### config.mk
export PLATFORM = sky130hd
export DESIGN_NAME = iccm_arbiter
export DESIGN_NICKNAME = d
export VERILOG_FILES = /design/src/rtl/iccm_pkg.sv /design/src/rtl/iccm_arbiter.sv
export SDC_FILE = /design/constraint.sdc
export NUM_CORES = 1
export LEC_CHECK = 0
export ABC_AREA = 1
export BUFFER_PORTS_ARGS = -buffer_cell sky130_fd_sc_hd__buf_2
export CAP_MARGIN = 40
export CORE_AREA = 5 5 80 82
export CTS_CLUSTER_DIAMETER = 50
export CTS_CLUSTER_SIZE = 14
export DETAILED_ROUTE_END_ITERATION = 7
export DIE_AREA = 0 0 85 87
export MAX_ROUTING_LAYER = met4
export PLACE_DENSITY = 0.69
export SLEW_MARGIN = 20
export SYNTH_ARGS = -nofsm -noshare
export SYNTH_HDL_FRONTEND = slang
export SYNTH_SLANG_ARGS = --single-unit
### constraint.sdc
create_clock -name clock -period 1.6 [get_ports clock]
set_clock_uncertainty 0.1 [all_clocks]
set_input_delay 0.16 -clock clock [delete_from_list [all_inputs] [get_ports clock]]
set_output_delay 0.16 -clock clock [all_outputs]
set_load 0.01 [all_outputs]
### src/rtl/iccm_pkg.sv
// Shared types and default sizes for the instruction-memory arbiter.
// Latency: n/a (declarations only).
// Backpressure: n/a.
package iccm_pkg;

    // Requester identity; also the encoding of the round-robin "last" pointer.
    typedef enum logic {
        CORE = 1'b0,
        LD   = 1'b1
    } port_e;

    // Arbiter ownership state.
    typedef enum logic {
        UNLOCKED = 1'b0,
        LOCKED   = 1'b1
    } arb_state_e;

    localparam int ICCM_AW = 12;
    localparam int ICCM_DW = 32;

endpackage

### src/rtl/iccm_arbiter.sv
// Round-robin arbiter sharing one instruction-memory port between core fetch and loader/debug.
// Latency: grant is combinational in the request cycle; response strobe exactly 1 cycle later.
// Backpressure: requesters hold req/fields until gnt; a loader lock holds off the core up to LOCK_MAX cycles.
//
// Ports:
//   clock, reset          - single clock, asynchronous active-low reset
//   core_req/addr         - core fetch request (read-only); core_gnt accepts it
//   core_rvalid/rdata     - core read response, one cycle after core_gnt
//   ld_req/addr/wdata/we  - loader request; ld_we==0 is a read, else byte write mask
//   ld_lock               - keep ownership after this loader grant
//   ld_gnt                - loader request accepted
//   ld_rvalid/rdata       - loader completion (read data or write done), one cycle after ld_gnt
//   mem_req/addr/wdata/we - drive to the memory wrapper
//   mem_rdata             - memory read data, valid one cycle after mem_req
module iccm_arbiter
    import iccm_pkg::*;
#(
    parameter int AW       = ICCM_AW,
    parameter int DW       = ICCM_DW,
    parameter int LOCK_MAX = 16
) (
    input  logic          clock,
    input  logic          reset,

    input  logic          core_req,
    input  logic [AW-1:0] core_addr,
    output logic          core_gnt,
    output logic          core_rvalid,
    output logic [DW-1:0] core_rdata,

    input  logic          ld_req,
    input  logic [AW-1:0] ld_addr,
    input  logic [DW-1:0] ld_wdata,
    input  logic [3:0]    ld_we,
    input  logic          ld_lock,
    output logic          ld_gnt,
    output logic          ld_rvalid,
    output logic [DW-1:0] ld_rdata,

    output logic          mem_req,
    output logic [AW-1:0] mem_addr,
    output logic [DW-1:0] mem_wdata,
    output logic [3:0]    mem_we,
    input  logic [DW-1:0] mem_rdata
);

    localparam int            CW      = $clog2(LOCK_MAX + 1);
    localparam logic [CW-1:0] CNT_MAX = CW'(LOCK_MAX);

    arb_state_e    state_q, state_d;
    port_e         last_q, last_d;
    port_e         owner_q, owner_d;
    logic          pend_q, pend_d;
    logic [CW-1:0] lock_cnt_q, lock_cnt_d;

    logic          core_win;
    logic          ld_win;

    // ------------------------------------------------------------------
    // Arbitration and next-state
    // ------------------------------------------------------------------
    always_comb begin
        core_win   = 1'b0;
        ld_win     = 1'b0;
        state_d    = state_q;
        lock_cnt_d = lock_cnt_q;

        case (state_q)
            UNLOCKED: begin
                if (core_req && ld_req) begin
                    // Tie: the port that did not win last time goes now.
                    if (last_q == CORE) begin
                        ld_win = 1'b1;
                    end else begin
                        core_win = 1'b1;
                    end
                end else if (core_req) begin
                    core_win = 1'b1;
                end else if (ld_req) begin
                    ld_win = 1'b1;
                end

                // Only a loader grant can take the lock; ld_lock beside a
                // core grant is ignored.
                if (ld_win && ld_lock) begin
                    state_d    = LOCKED;
                    lock_cnt_d = '0;
                end
            end

            LOCKED: begin
                if (core_req && (lock_cnt_q == CNT_MAX)) begin
                    // Starvation limit reached: force one core access and
                    // drop the lock so round-robin resumes.
                    core_win   = 1'b1;
                    state_d    = UNLOCKED;
                    lock_cnt_d = '0;
                end else begin
                    ld_win = ld_req;
                    if (core_req && (lock_cnt_q != CNT_MAX)) begin
                        lock_cnt_d = lock_cnt_q + CW'(1);
                    end
                    // Exit covers both "granted with lock released" and
                    // "idle with lock released"; in either case ld_lock==0.
                    // The exit cycle itself still belongs to the loader.
                    if (!ld_lock) begin
                        state_d = UNLOCKED;
                    end
                end
            end

            default: begin
                state_d = UNLOCKED;
            end
        endcase
    end

    always_comb begin
        last_d = last_q;
        if (core_win) begin
            last_d = CORE;
        end else if (ld_win) begin
            last_d = LD;
        end
    end

    // Response bookkeeping: remember whether an access went out and whose
    // it was, so the next-cycle memory data is steered to the right port.
    always_comb begin
        pend_d  = core_win | ld_win;
        owner_d = owner_q;
        if (ld_win) begin
            owner_d = LD;
        end else if (core_win) begin
            owner_d = CORE;
        end
    end

    // ------------------------------------------------------------------
    // State registers
    // ------------------------------------------------------------------
    always_ff @(posedge clock or negedge reset) begin
        if (!reset) begin
            state_q    <= UNLOCKED;
            last_q     <= LD;
            owner_q    <= CORE;
            pend_q     <= 1'b0;
            lock_cnt_q <= '0;
        end else begin
            state_q    <= state_d;
            last_q     <= last_d;
            owner_q    <= owner_d;
            pend_q     <= pend_d;
            lock_cnt_q <= lock_cnt_d;
        end
    end

    // ------------------------------------------------------------------
    // Grants and memory drive
    // ------------------------------------------------------------------
    assign core_gnt  = core_win;
    assign ld_gnt    = ld_win;

    assign mem_req   = core_win | ld_win;
    assign mem_addr  = ld_win ? ld_addr  : core_addr;
    // Core fetches are always reads; nothing is written when idle.
    assign mem_wdata = ld_win ? ld_wdata : '0;
    assign mem_we    = ld_win ? ld_we    : 4'h0;

    // ------------------------------------------------------------------
    // Responses
    // ------------------------------------------------------------------
    assign core_rvalid = pend_q && (owner_q == CORE);
    assign ld_rvalid   = pend_q && (owner_q == LD);
    assign core_rdata  = core_rvalid ? mem_rdata : '0;
    assign ld_rdata    = ld_rvalid   ? mem_rdata : '0;

endmodule

After elaboration in Yosys (flattened, before gate mapping)

Index checks and enable logic that the tools add are counted.

Bits in registers: 9
Input bits: 97
Output and inout bits: 117
Word-level logic and storage cells: 50

$add $sub $neg: 1
Equality and inequality tests: 4
Muxes and demuxes: 29
Bitwise gates (word level): 3
Reductions and logical operators: 8

Operators with widths:

| operator                                       | number |
|---|---|
| two-way mux 32 bit                             | 3 |
| two-way mux 1 bit                              | 17 |
| two-way mux 5 bit                              | 3 |
| two-way mux 12 bit                             | 1 |
| one-hot mux 5 bit (2 select lines)             | 1 |
| logical AND 1 bit                              | 6 |
| one-hot mux 1 bit (2 select lines)             | 3 |
| adder 5 x 1 -> 5 bit (second input constant)   | 1 |
| equality test 5 bit (second input constant)    | 1 |
| != test 5 bit (second input constant)          | 1 |
| two-way mux 4 bit                              | 1 |
| != test 3 x 1 -> 1 bit (second input constant) | 1 |
| != test 2 bit (second input constant)          | 1 |
| NOT 1 bit                                      | 2 |
| AND reduction 2 bit                            | 1 |
| nonzero test 2 bit                             | 1 |
| bitwise OR 1 bit                               | 1 |

Logic depth before layout (Yosys ltp)

Gate-level depths: netlist (run 1).

Depth in word-level cells: 7
Mapped depth: 9
Depth with buffers taken out: 8

Worst setup path before layout (run 1)

No wires, ideal clock.

Kind: reg-to-output
Start point: register lock_cnt_q[0]
End point: output mem_addr[10]
Arrival time: 1.257 ns
Required time: 1.340 ns
Path slack: 0.083 ns
Stages on the path, launching flop included: 9
Buffers on the path: 1
Path through: dfrtp_1 inv_1 ha_1 nand2_1 nor2_4 nand2_4 buf_2 nand3_1 nand2_1

Cells in the longest elaborated chain, start to end: 5

Ends and longest elaborated chain:

| item                               | RTL line            | source |
|---|---|---|
| start, declared                    | iccm_arbiter.sv:54  | `logic [CW-1:0] lock_cnt_q, lock_cnt_d;` |
| start signal, assigned             | iccm_arbiter.sv:154 | `lock_cnt_q <= lock_cnt_d;` |
| equality test 5 bit                | iccm_arbiter.sv:92  | `if (core_req && (lock_cnt_q == CNT_MAX)) begin` |
| logical AND 1 bit                  | iccm_arbiter.sv:92  |  |
| two-way mux 1 bit                  | iccm_arbiter.sv:92  |  |
| one-hot mux 1 bit (2 select lines) | iccm_arbiter.sv:68  | `case (state_q)` |
| two-way mux 12 bit                 | iccm_arbiter.sv:165 | `assign mem_addr = ld_win ? ld_addr : core_addr;` |
| end, declared                      | iccm_arbiter.sv:41  | `output logic [AW-1:0] mem_addr,` |

Every way passes these cells.

Worst setup path in the final report (run 1)

Start point: register lock_cnt_q[1]
End point: output mem_addr[7]

Same word-level chain as after synthesis.

==> results of run 1 <==
==> cell families after synthesis <==
kind of cell             count (synthesis)
XOR/XNOR                                 1
AND/OR/NAND/NOR                        177
adder cells (fa/ha/maj)                  2
flip-flops                               9
AO/OA/AOI/OAI                            6
buffers and inverters                   97
==> worst min-delay path, delay by kind of cell <==
| family | cells | cell delay, ps |
|---|---|---|
| buffers and inverters | 1 | 120 |
| and+or+nand+nor | 2 | 150 |
==> metal layers <==
metal | track usage | vias to the layer above | share of wire
met5 | - | - | 0
met4 | 0.0518 | 0 | 0.024
met3 | 0.0350 | 17 | 0.11
met2 | 0.313 | 149 | 0.50
met1 | 0.206 | 1029 | 0.37
li1 | - | 1272 | -
==> through the flow <==
stage	total power, W	setup WS (ps)	instance area [µm²]	utilization
finish	0.00171	-341	2890	0.509
global route	0.00184	-389	2890	0.509
CTS	0.00163	-290	2740	0.483
detailed placement	0.00127	-103	2600	0.459
global placement	0.00125	-13.3	2600	0.459
floorplan	0.000805	83.0	1450	-
==> cell usage in the layout, fill, tap and decap left out, drive strengths merged, types with 2 or more instances in the layout <==
cell type  Yosys  layout
nand4          3       3
ha             2       2
nand2         44      47
inv           82      82
o21ai          5       5
nand3         22      22
nor2         107     107
dfrtp          8       8
clkbuf         6       5
buf            9     231
==> area by class of cell <==
class,count,area share
sequential,9,0.0785
inverter,82,0.107
tap,75,0.0325
timing repair buffer,233,0.443
clock buffer,4,0.0156
multi-input combinational,189,0.322
==> worst max path at each step <==
stage	start	end	slack (ps)	cells past startpoint
floorplan	lock_cnt_q[0]$_DFFE_PN0P_	mem_addr[10]	80	8
global placement	lock_cnt_q[0]$_DFFE_PN0P_	mem_addr[1]	-10	9
detailed placement	lock_cnt_q[1]$_DFFE_PN0P_	mem_addr[0]	-100	9
CTS	lock_cnt_q[1]$_DFFE_PN0P_	mem_wdata[1]	-290	8
global route	lock_cnt_q[1]$_DFFE_PN0P_	mem_addr[7]	-390	9
finish	lock_cnt_q[1]$_DFFE_PN0P_	mem_addr[7]	-340	9
==> where the power goes <==
group          total [W]  internal (W)  switching [W]
sequential      0.000282      0.000260      0.0000225
combinational    0.00115      0.000513       0.000632
clock           0.000279      0.000175       0.000104
total            0.00171      0.000948       0.000758
==> state kept, by name, summed over array words and instances, names as in the netlist <==
register / count
lock_cnt_q: 5
last_q: 1
owner_q: 1
pend_q: 1
state_q: 1
==> timing repair <==
action / in CTS / in global routing
hold endpoints to repair: 9 / 0
buffers inserted: 3 / 4
gates cloned: 3 / 1
pin swaps: 2 / 14
gates resized for setup: 10 / 18
setup endpoints to repair: 80 / 78
hold buffers: 1 / 0
==> reports/metrics.csv, run 1 <==
metric;value;unit
die-area;7400;µm²
yosysMostFrequentCell;nor2_1;
final.fill_count;606;
synth_warnings;0;
grt_util_all_layers;0.178;
ys_seq_area_frac;0.157;
grt_max_degree;34;
ir_drop;0.000402;V
yosysTopAreaCell;nor2_1;
grt_pass1_vias;2260;
drt-initial-drc-count;78;
drt-wirelength-per-cell;12.7;µm
hold_end;last_q$_DFFE_PN1P_;
drc_errors;0;
syn_area_per_cell;4.95;µm²
synth_edf_count;0;
synthesis.area;1450;µm²
syn2layout_area_growth;99.6;%
layout_setup_ws;-341;ps
finalCritPeriodShare;1.21;
final_nets;617;
synthArstFlopShare;1.00;
rr_worst_depth;7;
drv_slew;0;
hpwl;5.90;mm
clock_latency;240;ps
synth.distinct_cells;21;
viasPerCell;4.17;
hold_depth;3;
die_h;87;µm
worst_setup_path_end_kind;output port;
synth_fa_ha_area_frac;0.0173;
final-hold-violation-count;0;
clockBufferDepth;2;
worstPathMaxFanout;8;
grt_pass1_wl;10.6;mm
start_util;0.255;
max_stage_delay;390;ps
r2r_slack;30;ps
critPathBufInv;3;
detail-route-antenna-nets;0;
fin_crit;1940;ps
critPathRequiredTime;1340;ps
grt_antenna_before_repair;0;
clockRootBuffer;clkbuf_8;
max_freq;0.515;GHz
ys_ff_latch;9;
worstMarginPinSlew;317;ps
ys_top_cells_by_count;nor2_1, inv_1, nand2_1, nand3_1, dfrtp_1;
final-seq-area;226;µm²
setup_viol;51;
worstSetupStartpointType;register;
maxCapViolCount;0;
numCtsBuffers;3;
synth_compound_area_frac;0.0225;
die_x;85;µm
globalplace.congestion;0.858;
multi_input_area;931;µm²
wl;7.49;mm
cp.arrival;1680;ps
rows;28;
synth-main-ff-cell;dfrtp_1;
synth-xor-area-share;0.00606;
synth_cells;292;
rr_endpoint;state_q$_DFF_PN0_;
synth-simple-area-share;0.509;
hp-start;ld_req;
numPortBuffers;213;
cts_tree;yes;
cp_top_family;simple AND/OR/NAND/NOR gates;
rr_startpoint;lock_cnt_q[1]$_DFFE_PN0P_;
rsz0062_at_grt;yes;
cts.sinks;9;
synth_top_area_frac;0.272;
whs;90.7;ps
drtPass1Iterations;4;
synth_top_family_by_area;simple AND/OR/NAND/NOR gates;
drive_gt1_frac;0.509;
stdcell_count;592;
outcome;finished, violations left;
dp_cells;576;
crit_chain;inv_2 -> ha_4 -> nand2_4 -> nor2_4 -> nand2_8 -> clkbuf_16 -> nand3_2 -> nand2_1 -> buf_2;
synth.area.mux_share;0;
coreArea;5680;µm²
relSlewSlack;0.788;
fin_tns_setup;-14530;ps
violations;negative setup slack;
via_count;2467;
grt-ovfl-total;0;
cellPowerDensity;591;nW/µm²
yosys-top-cells-area;nor2_1, inv_1, dfrtp_1;
syn_nets;391;
htree_levels;1;
pin_count;214;
clk_pin_slew;50;ps
antenna_cells;0;
cp_slowest_cell;dfrtp_1;
worstHoldPathType;input port to register;
critPathKind;register to output port;
p_leak;2.10;nW
(Power assumes the default switching activity.)
==> run 2, diff against run 1 <==
Settings changed: PLACE_DENSITY 0.69 to 0.8, TNS_END_PERCENT set to 5.
==> reports/metrics.csv, run 2 (synthesized netlist as in run 1, its figures left out) <==
metric;value;unit;change
critPathKind;register to output port;;
rsz0062_at_grt;yes;;
crit_chain;inv_2 -> ha_4 -> nand2_4 -> nor2_4 -> nand2_8 -> clkbuf_16 -> nand3_2 -> nand2_1 -> buf_2;;
globalplace.congestion;0.791;;-7.8%
final_cell_mix;buf_2, nor2_1, inv_1;;
worst_setup_path_end_kind;output port;;
drc_errors;0;;unchanged
maxCapViolCount;0;;unchanged
grt_pass1_wl;10.3;mm;-2.9%
wl;7.13;mm;-4.9%
max_freq;0.530;GHz;+2.8%
outcome;finished, violations left;;
largest_reg_flops;5;;unchanged
hold_depth;2;;-1
r2r_slack;80;ps;+50 ps
via_count;2462;;-0.20%
regMostFlops;lock_cnt_q;;
die_h;87;µm;unchanged
drive_gt1_frac;0.512;;+0.00311
die_x;85;µm;unchanged
start_util;0.255;;unchanged
p_leak;2.07;nW;-1.5%
pin_count;214;;unchanged
ir_drop;0.000453;V;+13%
drt-initial-drc-count;62;;-21%
grt_max_degree;34;;unchanged
grt-ovfl-total;0;;unchanged
grt_pass1_vias;2386;;+5.6%
worstPathMaxFanout;7;;-1
fin_crit;1890;ps;-52.9 ps
cts.sinks;9;;unchanged
cellPowerDensity;575;nW/µm²;-2.7%
critPathBufInv;3;;unchanged
rr_startpoint;lock_cnt_q[1]$_DFFE_PN0P_;;
worstHoldPathType;input port to register;;
rows;28;;unchanged
coreArea;5680;µm²;unchanged
rr_endpoint;state_q$_DFF_PN0_;;
cp_slowest_cell;dfrtp_1;;
final.fill_count;576;;-5.0%
final_core_util;0.502;;-0.00617
rr_worst_depth;7;;unchanged
crit_cells;9;;unchanged
post-place-ws;-89.8;ps;+13.6 ps
htree_levels;1;;unchanged
numCtsBuffers;3;;unchanged
hpwl;5.55;mm;-5.9%
numPortBuffers;213;;unchanged
cts_tree;yes;;
die-area;7400;µm²;unchanged
clk_pin_slew;50;ps;about the same
max_stage_delay;380;ps;about the same
layout_setup_ws;-288;ps;+52.9 ps
finalCritPeriodShare;1.18;;-0.0331
grt_util_all_layers;0.168;;-0.0101
drt-wirelength-per-cell;12.2;µm;-3.7%
dr_wl_met2;3.59;mm;-3.7%
hold_end;state_q$_DFF_PN0_;;
hp-start;ld_lock;;
clockRootBuffer;clkbuf_8;;
clock_latency;240;ps;about the same
cp_top_family;simple AND/OR/NAND/NOR gates;;
drv_slew;0;;unchanged
drtPass1Iterations;4;;unchanged
viasPerCell;4.21;;+0.99%
cp.arrival;1630;ps;-50 ps
critPathRequiredTime;1340;ps;about the same
grt_antenna_before_repair;2;;+2
detail-route-antenna-nets;0;;unchanged
violations;negative setup slack;;
worstMarginPinSlew;340;ps;+22.9 ps
setup_viol;51;;unchanged
final-hold-violation-count;0;;unchanged
layout_commonest_cell;buf_2;;
wl_met1;2.65;mm;-5.0%
syn2layout_area_growth;97.1;%;
total_power;0.00164;W;-3.8%
final_nets;608;;-1.5%
relSlewSlack;0.772;;-0.0153
worstSetupStartpointType;register;;
clockBufferDepth;2;;unchanged
routed.top_layer;met4;;
met3RoutedLength;763;µm;-3.3%
run 2: changes by cell type in the layout (fill, tap and decap cells not counted), sizes merged:
| cell | previous run | this run |
|---|---|---|
| nand2 | 47 | 46 |
| diode | 0 | 2 |
| buf | 231 | 223 |
run 2: layer usage:
metal / up-vias / track usage
li1: 1255 / -
met1: 1061 / 0.180
met2: 134 / 0.303
met3: 12 / 0.0416
met4: 0 / 0.0547
met5: - / -
run 2: worst max path at each step:
stage	slack [ps]	to	startpoint
2_1_floorplan	80	mem_addr[10]	lock_cnt_q[0]$_DFFE_PN0P_
5_1_grt	-360	mem_addr[6]	lock_cnt_q[0]$_DFFE_PN0P_
3_5_place_dp	-90	mem_addr[3]	lock_cnt_q[0]$_DFFE_PN0P_
3_3_place_gp	-20	mem_addr[2]	lock_cnt_q[0]$_DFFE_PN0P_
6_report	-290	mem_addr[6]	lock_cnt_q[1]$_DFFE_PN0P_
4_1_cts	-300	mem_addr[3]	lock_cnt_q[0]$_DFFE_PN0P_
run 2: worst reg2reg max path, delay by kind of cell (launching register included):
family        cells  cell delay, ps
buf+inv           2             280
flops             1             380
simple gates      4             500
fa+ha+maj         1             150
run 2: layout make-up:
cell class	count	area [µm²]	area share
inverter	82	310	0.109
tap	75	93.8	0.0329
multi-input combinational	188	947	0.332
antenna	2	5.00	0.00176
clock buffer	4	45.0	0.0158
timing repair buffer	225	1220	0.429
sequential	9	226	0.0794
run 2: power by group:
part | leakage [nW] | total [W] | switching (W) | internal [W]
Combinational | 1.94 | 0.00109 | 0.000617 | 0.000472
Clock | 0.0228 | 0.000270 | 0.0000957 | 0.000174
Sequential | 0.114 | 0.000283 | 0.0000225 | 0.000260
run 2: what timing repair did:
action                                 4_1_cts  5_1_grt
pin swaps                                    2       16
resized for setup                            4       31
gates cloned                                 1        2
setup endpoints to repair                   81       77
hold buffers                                 1        0
endpoints found under the hold margin        9        0
setup buffers                                0        1
run 2: through the flow:
step | TNS (ps) | area (µm²) | std cells | hold WS (ps)
after global routing | -16220 | 2850 | 585 | 90.3
after global placement | -111 | 2590 | 574 | -79.6
final | -12420 | 2850 | 585 | 88.6
after CTS | -12270 | 2670 | 580 | 78.1
after floorplan | 0 | 1450 | 292 | -236
after detailed placement | -1360 | 2590 | 574 | -75.0
==> run 3, diff against run 2 <==
Settings changed: CORE_AREA 5 5 80 82 to not set, CORE_MARGIN set to 5, CORE_UTILIZATION set to 27, DIE_AREA 0 0 85 87 to not set, PLACE_DENSITY 0.8 to 0.75.
Clock period 1.6 ns to 1.7 ns, I/O delays scaled along.
==> reports/metrics.csv, run 3 (synthesized netlist as in run 1, its figures left out) <==
metric;value;unit;change
cellPowerDensity;533;nW/µm²;-7.3%
die_h;83.2;µm;-4.4%
total_power;0.00150;W;-8.4%
worstMarginPinSlew;319;ps;-20.4 ps
fin_crit;1890;ps;
via_count;2459;;-0.12%
drt-wirelength-per-cell;12.6;µm;+3.7%
worst_setup_path_end_kind;output port;;
grt_util_all_layers;0.196;;+0.0275
placed_cell_area;2560;µm²;-0.92%
outcome;finished, violations left;;
clockRootBuffer;clkbuf_8;;
htree_levels;1;;unchanged
drt-initial-drc-count;62;;unchanged
crit_chain;inv_2 -> ha_4 -> nand2_4 -> nor2_4 -> nand2_8 -> clkbuf_16 -> nand3_2 -> nand2_1 -> buf_2;;
stdcell_area;2820;µm²;-1.2%
worstPathMaxFanout;8;;+1
drtPass1Iterations;4;;unchanged
numCtsBuffers;3;;unchanged
coreArea;5140;µm²;-9.4%
antenna_cells;0;;-2
grt_pass1_vias;2245;;-5.9%
cp_top_family;simple AND/OR/NAND/NOR gates;;
drv_slew;0;;unchanged
final_nets;609;;+0.16%
final-hold-violation-count;0;;unchanged
combPwrFrac;0.659;;-0.004
worstHoldPathType;input port to register;;
hpwl;5.86;mm;+5.6%
rows;26;;-7.1%
critPathBufInv;3;;unchanged
clock_latency;240;ps;about the same
pin_count;214;;unchanged
layout_commonest_cell;buf_2;;
cts.sinks;9;;unchanged
cts_tree;yes;;
max_stage_delay;380;ps;about the same
drc_errors;0;;unchanged
worstSetupStartpointType;register;;
finalCritPeriodShare;1.11;;
ir_drop;0.000369;V;-18%
relSlewSlack;0.787;;+0.0146
setup_viol;51;;unchanged
rsz0062_at_grt;yes;;
maxCapViolCount;0;;unchanged
largest_reg_flops;5;;unchanged
max_freq;0.529;GHz;
viasPerCell;4.25;;+0.91%
final_cell_mix;buf_2, nor2_1, inv_1;;
die_x;83.2;µm;-2.1%
clockBufferDepth;2;;unchanged
die-area;6920;µm²;-6.4%
regMostFlops;lock_cnt_q;;
p_int;0.000823;W;-9.1%
fin_tns_setup;-6700;ps;+5720 ps
syn2layout_area_growth;94.8;%;
clk_pin_slew;50;ps;about the same
switching_share;0.452;;+0.00432
power.switching;0.000680;W;-7.5%
start_util;0.281;;+0.0266
violations;negative setup slack;;
p_leak;2.07;nW;-0.13%
post-place-ws;13.3;ps;+103 ps
pwr-share-clk;0.166;;about the same
layout_setup_ws;-191;ps;+97.0 ps
globalplace.congestion;0.917;;+16%
grt-ovfl-total;0;;unchanged
whs;82.3;ps;-6.27 ps
cp.arrival;1620;ps;about the same
critPathKind;register to output port;;
drive_gt1_frac;0.503;;-0.00886
detail-route-antenna-nets;0;;unchanged
p_seq_frac;0.175;;+0.003
cp_slowest_cell;dfrtp_1;;
grt_pass1_wl;11.1;mm;+8.1%
numPortBuffers;213;;unchanged
wl;7.31;mm;+2.6%
grt_antenna_before_repair;0;;-2
grt_max_degree;34;;unchanged
critPathRequiredTime;1430;ps;+90 ps
run 3: final cells by class:
type / instances / area (µm²)
fillers: 514 / 2320
repair buffers: 226 / 1210
multi-input cells: 188 / 937
inverters: 82 / 310
flip-flops and latches: 9 / 226
well taps: 70 / 87.6
clock buffers: 3 / 41.3
clock inverters: 1 / 5.00
run 3: repair_timing:
item                                    4_1_cts  5_1_grt
pin swaps                                     1       15
gates cloned                                  1        2
buffers inserted                              0        1
hold buffers                                  1        0
endpoints found under the hold margin         9        0
resized for setup                             3       28
endpoints found under the setup margin       51       57
run 3: worst reg2reg max path, delay by kind of cell, from the launching register on:
kind          cells  cell delay (ps)
simple gates      5              550
buf+inv           2              220
fa+ha+maj         1              150
flops             1              380
run 3: per-layer routing:
| metal | wire [µm] | up-vias | global-route usage |
|---|---|---|---|
| met5 | 0 | - | - |
| met2 | 3800 | 141 | 0.356 |
| met1 | 2750 | 1048 | 0.216 |
| met3 | 594 | 14 | 0.0267 |
| met4 | 171 | 0 | 0.0684 |
| li1 | - | 1256 | - |
run 3: final timing paths:
path,start,to,slack (ps),cells past startpoint
setup / recovery,lock_cnt_q[1]$_DFFE_PN0P_,mem_addr[10],-190,9
hold / removal,ld_lock,state_q$_DFF_PN0_,80,2
setup reg to reg,lock_cnt_q[1]$_DFFE_PN0P_,owner_q$_DFFE_PN0P_,190,8
hold reg to reg,last_q$_DFFE_PN1P_,last_q$_DFFE_PN1P_,400,2
max in group asynchronous,reset,last_q$_DFFE_PN1P_,1040,2
min in group asynchronous,reset,pend_q$_DFF_PN0_,210,2
run 3: per-stage QoR:
step,instances,utilization
6_report,579,0.548
5_1_grt,579,0.548
4_1_cts,576,0.514
3_5_place_dp,570,0.499
3_3_place_gp,570,0.499
2_1_floorplan,292,-
run 3: power by group through the flow:
stage	sequential [W]	clock, W	combinational (W)
6_report	0.000263	0.000250	0.000991
2_1_floorplan	0.000266	0	0.000492
4_1_cts	0.000260	0.000255	0.000922
3_3_place_gp	0.000262	0	0.000893
5_1_grt	0.000267	0.000264	0.00109
3_5_place_dp	0.000263	0	0.000907
